File: src/rtl/gb_fb_pkg.sv
// Shared constants and types for the Game Boy frame-buffer write side.
// Pure declarations, no logic.
package gb_fb_pkg;

    localparam int LCD_W      = 160;
    localparam int LCD_H      = 144;
    localparam int FB_PIXELS  = LCD_W * LCD_H;
    localparam int PIX_ADDR_W = 15;

    typedef enum logic [0:0] {
        FILL      = 1'b0,
        SWAP_PEND = 1'b1
    } fb_state_e;

    typedef logic [PIX_ADDR_W-1:0] pix_addr_t;

endpackage

File: src/rtl/gb_fb_pix_counter.sv
// Wrapping pixel counter 0..FB_PIXELS-1 with frame-sync restart; updates 1 cycle after adv/sync.
// No backpressure: every asserted adv_i advances the count.
module gb_fb_pix_counter #(
    parameter int FB_PIXELS = gb_fb_pkg::FB_PIXELS,
    parameter int ADDR_W    = 15
) (
    input  logic              clk_i,
    input  logic              rst_i,
    input  logic              sync_i,
    input  logic              adv_i,
    output logic [ADDR_W-1:0] pix_o,
    output logic              last_o
);
    import gb_fb_pkg::*;

    logic [ADDR_W-1:0] pix_q, pix_d;

    assign pix_o  = pix_q;
    assign last_o = (pix_q == ADDR_W'(FB_PIXELS - 1));

    // A pixel arriving with sync lands on address 0, so the count resumes at 1.
    always_comb begin
        pix_d = pix_q;
        if (sync_i) begin
            pix_d = adv_i ? ADDR_W'(1) : '0;
        end else if (adv_i) begin
            pix_d = last_o ? '0 : pix_q + ADDR_W'(1);
        end
    end

    always_ff @(posedge clk_i or posedge rst_i) begin
        if (rst_i) pix_q <= '0;
        else       pix_q <= pix_d;
    end

endmodule

File: src/rtl/gb_fb_write_ctrl.sv
// PPU/host frame-buffer write controller with bank swap on blanking (FB_DOUBLE_BUFFER_EN); writes 1 cycle after accept.
// PPU is never stalled; host_req is starved while px_valid streams and granted combinationally otherwise.
module gb_fb_write_ctrl #(
    parameter int FB_PIXELS = 23040,
    parameter int ADDR_W    = 15,
    parameter int DROP_W    = 8
) (
    input  logic              GameBoy_clk,
    input  logic              GameBoy_reset,
    input  logic              px_valid,
    input  logic [1:0]        px_data,
    input  logic              frame_sync,
    input  logic              disp_vblank,
    input  logic              host_req,
    input  logic [ADDR_W-1:0] host_addr,
    input  logic [1:0]        host_data,
    output logic              host_gnt,
    output logic              fb_we,
    output logic [ADDR_W:0]   fb_waddr,
    output logic [1:0]        fb_wdata,
    output logic              disp_bank,
    output logic              frame_done,
    output logic [DROP_W-1:0] drop_cnt
);
    import gb_fb_pkg::*;

    fb_state_e          state_q;
    logic [ADDR_W-1:0]  pix, px_addr;
    logic               pix_last, back_bank, gnt, host_ok, drop_evt;
    logic               fb_we_q, disp_bank_q, frame_done_q;
    logic [ADDR_W:0]    fb_waddr_q;
    logic [1:0]         fb_wdata_q;
    logic [DROP_W-1:0]  drop_cnt_q, drop_cnt_d;

    gb_fb_pix_counter #(
        .FB_PIXELS (FB_PIXELS),
        .ADDR_W    (ADDR_W)
    ) u_pix (
        .clk_i  (GameBoy_clk),
        .rst_i  (GameBoy_reset),
        .sync_i (frame_sync),
        .adv_i  (px_valid),
        .pix_o  (pix),
        .last_o (pix_last)
    );

    always_comb begin
`ifdef FB_DOUBLE_BUFFER_EN
        back_bank = ~disp_bank_q;
`else
        back_bank = 1'b0;
`endif
        px_addr  = frame_sync ? '0 : pix;
        gnt      = host_req & ~px_valid;
        host_ok  = (host_addr < ADDR_W'(FB_PIXELS));
        // In SWAP_PEND the counter has already wrapped, so any new pixel abandons the swap.
        drop_evt = (state_q == FILL) ? (frame_sync && (pix != '0)) : px_valid;
        drop_cnt_d = drop_cnt_q;
        if (drop_evt && (drop_cnt_q != '1)) drop_cnt_d = drop_cnt_q + DROP_W'(1);
    end

    always_ff @(posedge GameBoy_clk or posedge GameBoy_reset) begin
        if (GameBoy_reset) begin
            state_q      <= FILL;
            fb_we_q      <= 1'b0;
            fb_waddr_q   <= '0;
            fb_wdata_q   <= '0;
            disp_bank_q  <= 1'b0;
            frame_done_q <= 1'b0;
            drop_cnt_q   <= '0;
        end else begin
            fb_we_q      <= px_valid | (gnt & host_ok);
            frame_done_q <= 1'b0;
            drop_cnt_q   <= drop_cnt_d;
            if (px_valid) begin
                fb_waddr_q <= {back_bank, px_addr};
                fb_wdata_q <= px_data;
            end else if (gnt) begin
                fb_waddr_q <= {back_bank, host_addr};
                fb_wdata_q <= host_data;
            end
            case (state_q)
                FILL: begin
                    if (px_valid && pix_last && !frame_sync) begin
`ifdef FB_DOUBLE_BUFFER_EN
                        state_q <= SWAP_PEND;
`else
                        frame_done_q <= 1'b1;
`endif
                    end
                end
                SWAP_PEND: begin
                    state_q <= px_valid ? FILL : (disp_vblank ? FILL : SWAP_PEND);
                    if (!px_valid && disp_vblank) begin
                        frame_done_q <= 1'b1;
`ifdef FB_DOUBLE_BUFFER_EN
                        disp_bank_q  <= ~disp_bank_q;
`endif
                    end
                end
                default: state_q <= FILL;
            endcase
        end
    end

    assign host_gnt   = gnt & ~GameBoy_reset;
    assign fb_we      = fb_we_q;
    assign fb_waddr   = fb_waddr_q;
    assign fb_wdata   = fb_wdata_q;
    assign disp_bank  = disp_bank_q;
    assign frame_done = frame_done_q;
    assign drop_cnt   = drop_cnt_q;

endmodule

File: config.mk
export PLATFORM = sky130hd
export DESIGN_NAME = gb_fb_write_ctrl
export DESIGN_NICKNAME = d
export VERILOG_FILES = /design/src/rtl/gb_fb_pkg.sv /design/src/rtl/gb_fb_pix_counter.sv /design/src/rtl/gb_fb_write_ctrl.sv
export SDC_FILE = /design/constraint.sdc
export NUM_CORES = 1
export LEC_CHECK = 0
export CORE_UTILIZATION = 30
export DETAILED_ROUTE_END_ITERATION = 7
export SLEW_MARGIN = 20
export SYNTH_ARGS = -nofsm -noshare
export SYNTH_HDL_FRONTEND = slang
export SYNTH_HIERARCHICAL = 1
export SYNTH_SLANG_ARGS = --single-unit
File: constraint.sdc
create_clock -name GameBoy_clk -period 2.3 [get_ports GameBoy_clk]
set_clock_uncertainty 0.2 [all_clocks]
set_input_delay 0.69 -clock GameBoy_clk [delete_from_list [all_inputs] [get_ports GameBoy_clk]]
set_output_delay 0.69 -clock GameBoy_clk [all_outputs]
set_load 0.005 [all_outputs]
==> impl_metrics.prom, run 1 <==
# TYPE chip_impl_metric gauge
chip_impl_info{name="min_from",value="drop_cnt[0]$_DFFE_PP0P_"} 1
chip_impl_metric{name="crit_path_required_time",unit="ns"} 1.41
chip_impl_info{name="run_status",value="complete, no violations"} 1
chip_impl_metric{name="htreeDepth",unit=""} 2
chip_impl_metric{name="ir_worst_vdd",unit="V"} 0.0002381
chip_impl_metric{name="mappedNetlistArea",unit="um^2"} 2361
chip_impl_metric{name="fp.coreArea",unit="um^2"} 7447
chip_impl_info{name="layout.cells.most_common_list",value="clkdlybuf4s50_1 (48), dfrtp_1 (43), nand2_1 (29), buf_4 (26), o21ai_0 (25)"} 1
chip_impl_metric{name="multi_input_area",unit="um^2"} 1211
chip_impl_metric{name="clk_transition_reported_paths",unit="ns"} 0.08
chip_impl_metric{name="regArea",unit="um^2"} 1076
chip_impl_metric{name="timing_max_transition_violations_final",unit=""} 0
chip_impl_metric{name="hpwlAfterDp",unit="mm"} 4.341
chip_impl_metric{name="maxClockFrequency",unit="GHz"} 0.4452
chip_impl_metric{name="tritoncts_num_sinks",unit=""} 43
chip_impl_info{name="setup_crit_path_kind",value="primary input to output pin"} 1
chip_impl_metric{name="first_iter_violations",unit=""} 84
chip_impl_metric{name="synthToLayoutAreaGrowth",unit="%"} 39.69
chip_impl_metric{name="fin_crit_sh",unit="%"} 97.66
chip_impl_metric{name="detail_route.drc_violations",unit=""} 0
chip_impl_metric{name="io_pins",unit=""} 55
chip_impl_metric{name="synth_cells",unit=""} 231
chip_impl_metric{name="clock_tree.buffer_depth",unit=""} 2
chip_impl_metric{name="fp.dieArea",unit="um^2"} 8229
chip_impl_info{name="min-delay-path-class",value="flop to flop"} 1
chip_impl_metric{name="post_synthesis_average_cell_area",unit="um^2"} 10.22
chip_impl_metric{name="antenna_left",unit=""} 0
chip_impl_metric{name="detailedPlace.worstSlack",unit="ns"} -0.5876
chip_impl_metric{name="globalRouteTotalUtil",unit="%"} 14.90
chip_impl_metric{name="yosys_warnings",unit=""} 8
chip_impl_metric{name="final-setup-viol-count",unit=""} 0
chip_impl_metric{name="core.rowCount",unit=""} 31
chip_impl_metric{name="floorplan.die.height",unit="um"} 90.72
chip_impl_info{name="worstSetupStartpointType",value="primary input"} 1
chip_impl_metric{name="num-fill-cells",unit=""} 734
chip_impl_metric{name="port_buffers",unit=""} 52
chip_impl_info{name="end_kind",value="output pin"} 1
chip_impl_metric{name="worst_setup_slack_after_layout",unit="ns"} 0.05371
chip_impl_metric{name="grt_antenna_before_repair",unit=""} 0
chip_impl_info{name="setup_repair_after_global_routing_missed_its_margin",value="false"} 1
chip_impl_metric{name="max_stage_delay",unit="ns"} 0.26
chip_impl_info{name="cts_tree",value="yes"} 1
chip_impl_metric{name="flip_flop_and_latch_count_after_synthesis",unit=""} 43
chip_impl_info{name="timing.critical_path.from",value="host_req"} 1
chip_impl_metric{name="ratio_of_cells_with_drive_above_1_in_the_final_layout",unit="%"} 16.50
chip_impl_metric{name="synth-edff-count",unit=""} 0
chip_impl_info{name="path_cells",value="dlygate4sd2_1 > nor3b_2 > clkdlybuf4s15_2"} 1
chip_impl_metric{name="sequential_cell_area_fraction_in_the_yosys_report",unit="%"} 45.57
chip_impl_metric{name="whs_path_depth",unit=""} 1
chip_impl_metric{name="total_power",unit="W"} 0.002063
chip_impl_metric{name="grt_overflow_total",unit=""} 0
chip_impl_metric{name="routed-via-count",unit=""} 1983
chip_impl_info{name="leading_cell_type_in_the_layout_fill_and_taps_excluded",value="clkdlybuf4s50_1"} 1
chip_impl_metric{name="first_global_vias",unit=""} 1999
chip_impl_metric{name="number_of_detailed_route_iterations_in_the_first_pass",unit=""} 4
chip_impl_metric{name="worst-r2r-cell-count",unit=""} 5
chip_impl_metric{name="final.min_clock_period",unit="ns"} 2.246
chip_impl_metric{name="synth_cell_type_count",unit=""} 51
chip_impl_metric{name="critical_path_peak_fanout",unit=""} 2
chip_impl_metric{name="hold_viol",unit=""} 0
chip_impl_metric{name="grt_first_pass_wirelength",unit="mm"} 9.908
chip_impl_metric{name="wl_per_cell",unit="um"} 14.13
chip_impl_metric{name="tritoncts.num_buffers",unit=""} 5
chip_impl_info{name="clk_root_buffer_cell",value="clkbuf_8"} 1
chip_impl_metric{name="die-width",unit="um"} 90.72
chip_impl_metric{name="final_net_count",unit=""} 335
chip_impl_metric{name="final_weighted_congestion_in_routability_driven_placement",unit=""} 0.8503
chip_impl_info{name="crit_slowest_cell",value="dlygate4sd2_1"} 1
chip_impl_metric{name="drt-vias-per-instance",unit=""} 4.860
chip_impl_info{name="startpoint_of_the_lowest_slack_register_to_register_path",value="u_pix/pix_o[9]$_DFFE_PP0P_"} 1
chip_impl_metric{name="drv.max_cap_violation_count",unit=""} 0
chip_impl_metric{name="power_leakage",unit="nW"} 1.479
chip_impl_info{name="dominantRegCellSynth",value="dfrtp_1"} 1
chip_impl_metric{name="cellPowerDensity",unit="nW/um^2"} 625.6
chip_impl_metric{name="routed_wl",unit="mm"} 5.764
chip_impl_metric{name="largest_net_degree_at_the_start_of_global_routing",unit=""} 30
chip_impl_metric{name="insertedDiodeCount",unit=""} 0
chip_impl_metric{name="postSynth.asyncResetShare",unit="%"} 100.0
chip_impl_metric{name="clkLatencyLatePin",unit="ns"} 0.30
chip_impl_metric{name="initial_cell_density_of_the_core",unit="%"} 31.70
chip_impl_metric{name="cp.arrival",unit="ns"} 1.36
[cell families after synthesis]
logic type / count (synthesis) / synth area share, %
fa+ha+maj: 2 / 1.060
other cells: 1 / 0.1588
buf+inv: 19 / 3.497
xor+xnor: 9 / 3.338
compound gates: 47 / 14.52
flops: 43 / 45.57
simple gates: 87 / 21.94
mux: 23 / 9.910
[layer usage]
metal	global-route usage, %	wire length, um	share of wire [%]
met5	0	0	0
met3	3.199	208	3.6
met1	20.67	2856	50
met4	3.629	52	0.90
met2	23.55	2647	46
[sequential cells by signal, summed over array words and instances (netlist names)]
signal / count
state_q: 1
fb_wdata: 2
u_pix/pix_o: 15
fb_waddr: 15
fb_we: 1
frame_done: 1
drop_cnt: 8
[Yosys cell counts (all sizes together), types with 2 or more instances]
cell type / instances / share of area (%)
nor2: 18 / 2.9
nand4: 3 / 1.7
nand2b: 2 / 0.53
nand3b: 3 / 0.95
and3: 5 / 1.3
mux2i: 20 / 8.5
nand3: 6 / 1.3
ha: 2 / 1.1
mux2: 3 / 1.4
a21oi: 3 / 0.64
dfrtp: 43 / 46
nor2b: 2 / 0.53
clkbuf: 6 / 0.95
buf: 5 / 1.3
inv: 8 / 1.3
o2111ai: 3 / 1.4
o21ai: 27 / 5.9
nor3: 3 / 0.64
nand2: 29 / 4.6
nor3b: 2 / 0.64
xor2: 4 / 1.5
a32o: 2 / 0.85
nor4: 7 / 4.4
a31oi: 2 / 0.53
xnor2: 5 / 1.9
[layout make-up]
class | count | area share (%)
well taps | 99 | 3.756
clock buffers | 5 | 2.086
clock inverters | 3 | 1.328
multi-input cells | 170 | 36.72
inverters | 8 | 0.9105
flip-flops and latches | 43 | 32.63
repair buffers | 80 | 22.57
[report_power, final]
part	total, W	switching, W	internal, W
combinational	0.000531	0.000210	0.000321
clock	0.000588	0.000265	0.000323
sequential	0.000944	0.0000965	0.000848
total	0.00206	0.000572	0.00149
[path summary, 6_finish.rpt]
kind                                                    end  slack [ns]
max in group asynchronous           fb_waddr[5]$_DFFE_PP0P_        1.17
worst min register to register      drop_cnt[0]$_DFFE_PP0P_        0.34
worst max-delay path                               host_gnt        0.05
worst max register to register  u_pix/pix_o[12]$_DFFE_PP0P_        0.22
min in group asynchronous          fb_waddr[13]$_DFFE_PP0P_        0.36
worst min-delay path                drop_cnt[0]$_DFFE_PP0P_        0.34
[repair_timing]
action | 4_1_cts | 5_1_grt
setup endpoints to repair | 2 | 0
gates resized for setup | 8 | 0
hold buffers | 0 | 0
buffers inserted | 0 | 0
[critical path: cells and delay by family]
family / cells / cell delay, ns
buffers and inverters: 2 / 0.48
and+or+nand+nor: 1 / 0.18
[per-stage QoR]
step           utilization [%]  cells  setup TNS (ns)  instance area, um^2  hold slack [ns]
2_1_floorplan                -    232               0                 2367           0.3061
3_3_place_gp             42.69    400          -6.516                 3179           0.3231
3_5_place_dp             42.69    400          -7.312                 3179           0.3294
4_1_cts                  44.29    408               0                 3298           0.3415
5_1_grt                  44.29    408               0                 3298           0.3780
6_report                 44.29    408               0                 3298           0.3403
(Power assumes the default switching activity.)
==> run 2, diff against run 1 <==
--- a/config.mk
+++ b/config.mk
@@ -6,6 +6,7 @@
 export NUM_CORES = 1
 export LEC_CHECK = 0
 export CORE_UTILIZATION = 30
+export CTS_BUF_LIST = sky130_fd_sc_hd__clkbuf_8
 export DETAILED_ROUTE_END_ITERATION = 7
 export SLEW_MARGIN = 20
 export SYNTH_ARGS = -nofsm -noshare
==> results of run 2 <==
Final layout, timing and power as in run 1 (identical DEF).
==> run 3, diff against run 2 <==
--- a/config.mk
+++ b/config.mk
@@ -5,9 +5,10 @@
 export SDC_FILE = /design/constraint.sdc
 export NUM_CORES = 1
 export LEC_CHECK = 0
-export CORE_UTILIZATION = 30
+export CORE_UTILIZATION = 47
 export CTS_BUF_LIST = sky130_fd_sc_hd__clkbuf_8
 export DETAILED_ROUTE_END_ITERATION = 7
+export PLACE_DENSITY = 0.79
 export SLEW_MARGIN = 20
 export SYNTH_ARGS = -nofsm -noshare
 export SYNTH_HDL_FRONTEND = slang
==> impl_metrics.prom, run 3 (same netlist as run 1, synthesis figures left out) <==
# TYPE chip_impl_metric gauge
chip_impl_metric{name="max_stage_delay",unit="ns"} 0.27
chip_impl_metric{name="critPathBufInv",unit=""} 2
chip_impl_metric{name="routed_wl",unit="mm"} 5.558
chip_impl_metric{name="whs_path_depth",unit=""} 1
chip_impl_metric{name="crit_path_required_time",unit="ns"} 1.41
chip_impl_metric{name="insertedDiodeCount",unit=""} 0
chip_impl_metric{name="timing_max_transition_violations_final",unit=""} 0
chip_impl_metric{name="drv.max_cap_violation_count",unit=""} 0
chip_impl_metric{name="combPwrFrac",unit="%"} 25.9
chip_impl_metric{name="final-setup-viol-count",unit=""} 0
chip_impl_metric{name="total_internal_power",unit="W"} 0.001520
chip_impl_metric{name="hold_ws",unit="ns"} 0.3380
chip_impl_metric{name="fp.dieArea",unit="um^2"} 5311
chip_impl_metric{name="finalSetupTns",unit="ns"} 0
chip_impl_info{name="worstSetupStartpointType",value="primary input"} 1
chip_impl_info{name="cts_tree",value="yes"} 1
chip_impl_metric{name="hpwlAfterDp",unit="mm"} 4.198
chip_impl_metric{name="grt_first_pass_wirelength",unit="mm"} 9.508
chip_impl_metric{name="largest_net_degree_at_the_start_of_global_routing",unit=""} 27
chip_impl_metric{name="layoutNonFillerInstCount",unit=""} 375
chip_impl_metric{name="p_switching",unit="W"} 0.0005580
chip_impl_metric{name="dp_cells",unit=""} 367
chip_impl_metric{name="die-width",unit="um"} 72.88
chip_impl_info{name="crit_slowest_cell",value="dlygate4sd2_1"} 1
chip_impl_info{name="cpLargestDelayFamily",value="buffers and inverters"} 1
chip_impl_metric{name="critical_path_peak_fanout",unit=""} 2
chip_impl_metric{name="number_of_detailed_route_iterations_in_the_first_pass",unit=""} 4
chip_impl_info{name="min-delay-path-class",value="flop to flop"} 1
chip_impl_metric{name="met3_length",unit="um"} 289
chip_impl_metric{name="ir_worst_vdd",unit="V"} 0.0003304
chip_impl_metric{name="met2_length",unit="mm"} 2.695
chip_impl_metric{name="grt_antenna_before_repair",unit=""} 0
chip_impl_metric{name="cp.arrival",unit="ns"} 1.35
chip_impl_info{name="setup_crit_path_kind",value="primary input to output pin"} 1
chip_impl_metric{name="hold_viol",unit=""} 0
chip_impl_metric{name="routed-via-count",unit=""} 1992
chip_impl_metric{name="first_global_vias",unit=""} 1989
chip_impl_metric{name="fin_crit_sh",unit="%"} 97.58
chip_impl_metric{name="antenna_left",unit=""} 0
chip_impl_metric{name="final_weighted_congestion_in_routability_driven_placement",unit=""} 0.8369
chip_impl_metric{name="port_buffers",unit=""} 52
chip_impl_metric{name="routed_metal_1_wire_length",unit="mm"} 2.510
chip_impl_metric{name="drt-vias-per-instance",unit=""} 5.312
chip_impl_metric{name="tritoncts_num_sinks",unit=""} 43
chip_impl_metric{name="io_pins",unit=""} 55
chip_impl_info{name="setup_repair_after_global_routing_missed_its_margin",value="false"} 1
chip_impl_metric{name="worst-r2r-cell-count",unit=""} 4
chip_impl_metric{name="power_leakage",unit="nW"} 1.470
chip_impl_metric{name="share_clk_of_total_power",unit="%"} 28.9
chip_impl_info{name="end_kind",value="output pin"} 1
chip_impl_info{name="clk_root_buffer_cell",value="clkbuf_8"} 1
chip_impl_metric{name="htreeDepth",unit=""} 2
chip_impl_metric{name="wl_per_cell",unit="um"} 14.82
chip_impl_metric{name="core.rowCount",unit=""} 25
chip_impl_metric{name="clock_tree.buffer_depth",unit=""} 2
chip_impl_metric{name="initial_cell_density_of_the_core",unit="%"} 49.33
chip_impl_metric{name="fp.coreArea",unit="um^2"} 4786
chip_impl_info{name="highest-signal-layer",value="met4"} 1
chip_impl_metric{name="sequentialPowerShare",unit="%"} 45.2
chip_impl_metric{name="reg2reg_setup_slack",unit="ns"} 0.17
chip_impl_metric{name="clk_transition_reported_paths",unit="ns"} 0.08
chip_impl_metric{name="first_iter_violations",unit=""} 167
chip_impl_metric{name="ratio_of_cells_with_drive_above_1_in_the_final_layout",unit="%"} 16.23
chip_impl_metric{name="globalRouteTotalUtil",unit="%"} 23.69
chip_impl_metric{name="grt_overflow_total",unit=""} 0
chip_impl_metric{name="floorplan.die.height",unit="um"} 72.88
chip_impl_metric{name="cts_setup_buffers",unit=""} 0
chip_impl_metric{name="maxClockFrequency",unit="GHz"} 0.4456
chip_impl_metric{name="tritoncts.num_buffers",unit=""} 5
chip_impl_metric{name="detail_route.drc_violations",unit=""} 0
chip_impl_metric{name="synthToLayoutAreaGrowth",unit="%"} 37.20
chip_impl_info{name="leading_cell_type_in_the_layout_fill_and_taps_excluded",value="clkdlybuf4s50_1"} 1
chip_impl_info{name="layout.cells.most_common_list",value="clkdlybuf4s50_1 (48), dfrtp_1 (43), nand2_1 (29), buf_4 (27), o21ai_0 (25)"} 1
chip_impl_metric{name="cellPowerDensity",unit="nW/um^2"} 641.3
chip_impl_metric{name="total_power",unit="W"} 0.002077
chip_impl_metric{name="clkLatencyLatePin",unit="ns"} 0.29
chip_impl_metric{name="switching_share",unit="%"} 26.86
chip_impl_metric{name="path_depth",unit=""} 3
chip_impl_metric{name="final.min_clock_period",unit="ns"} 2.244
chip_impl_metric{name="final_net_count",unit=""} 334
chip_impl_info{name="path_cells",value="dlygate4sd2_1 > nor3b_2 > clkdlybuf4s15_2"} 1
chip_impl_info{name="run_status",value="complete, no violations"} 1
-- run 3: cell types whose count changed in the layout (fill, tap and decap cells not counted), sizes merged --
cell / before / now
buf: 28 / 27
clkbuf: 5 / 6
clkinv: 2 / 1
-- run 3: final cells by class --
| class | instances | area, um^2 |
|---|---|---|
| Timing Repair Buffer | 79 | 720.7 |
| Tap cell | 67 | 83.83 |
| Clock buffer | 6 | 82.58 |
| Multi-Input combinational cell | 170 | 1211 |
| Fill cell | 399 | 1546 |
| Clock inverter | 2 | 35.03 |
| Sequential cell | 43 | 1076 |
| Inverter | 8 | 30.03 |
-- run 3: worst register-to-register path: stages, from the launching register on --
cell and delay (ns):
dfrtp_1 0.55, nand4_4 0.21, or4_1 0.59, or3_1 0.32
a31oi_1 0.18
-- run 3: metrics by stage --
step	instance area (um^2)	setup WS (ns)	util (%)
2_1_floorplan	2367	0.03180	-
3_3_place_gp	3119	-0.4852	65.18
3_5_place_dp	3119	-0.4968	65.18
4_1_cts	3239	0.05465	67.69
5_1_grt	3239	0.03434	67.69
6_report	3239	0.05574	67.69
-- run 3: routing by layer --
layer  vias up  track usage, %
met5         -               0
met4         0           6.536
met3         5           4.282
met2        55           38.84
met1       955           32.32
li1        977               -
-- run 3: timing repair --
| item | in CTS | in global routing |
|---|---|---|
| hold buffers | 0 | 0 |
| gates resized for setup | 7 | 0 |
| setup endpoints to repair | 2 | 0 |
-- run 3: power by group through the flow --
stage | Combinational [W] | Clock (W) | Sequential [W]
after floorplan | 0.000234 | 0 | 0.000952
after global placement | 0.000525 | 0 | 0.000950
after detailed placement | 0.000547 | 0 | 0.000955
after CTS | 0.000546 | 0.000616 | 0.000940
after global routing | 0.000591 | 0.000651 | 0.000956
final | 0.000539 | 0.000599 | 0.000940
-- run 3: path summary, 6_finish.rpt --
| kind | from | to |
|---|---|---|
| min in group asynchronous | GameBoy_reset | fb_waddr[11]$_DFFE_PP0P_ |
| setup reg to reg | u_pix/pix_o[5]$_DFFE_PP0P_ | u_pix/pix_o[14]$_DFFE_PP0P_ |
| max in group asynchronous | GameBoy_reset | fb_waddr[10]$_DFFE_PP0P_ |
| hold reg to reg | drop_cnt[0]$_DFFE_PP0P_ | drop_cnt[0]$_DFFE_PP0P_ |
| hold / removal | drop_cnt[0]$_DFFE_PP0P_ | drop_cnt[0]$_DFFE_PP0P_ |
| setup / recovery | px_valid | host_gnt |
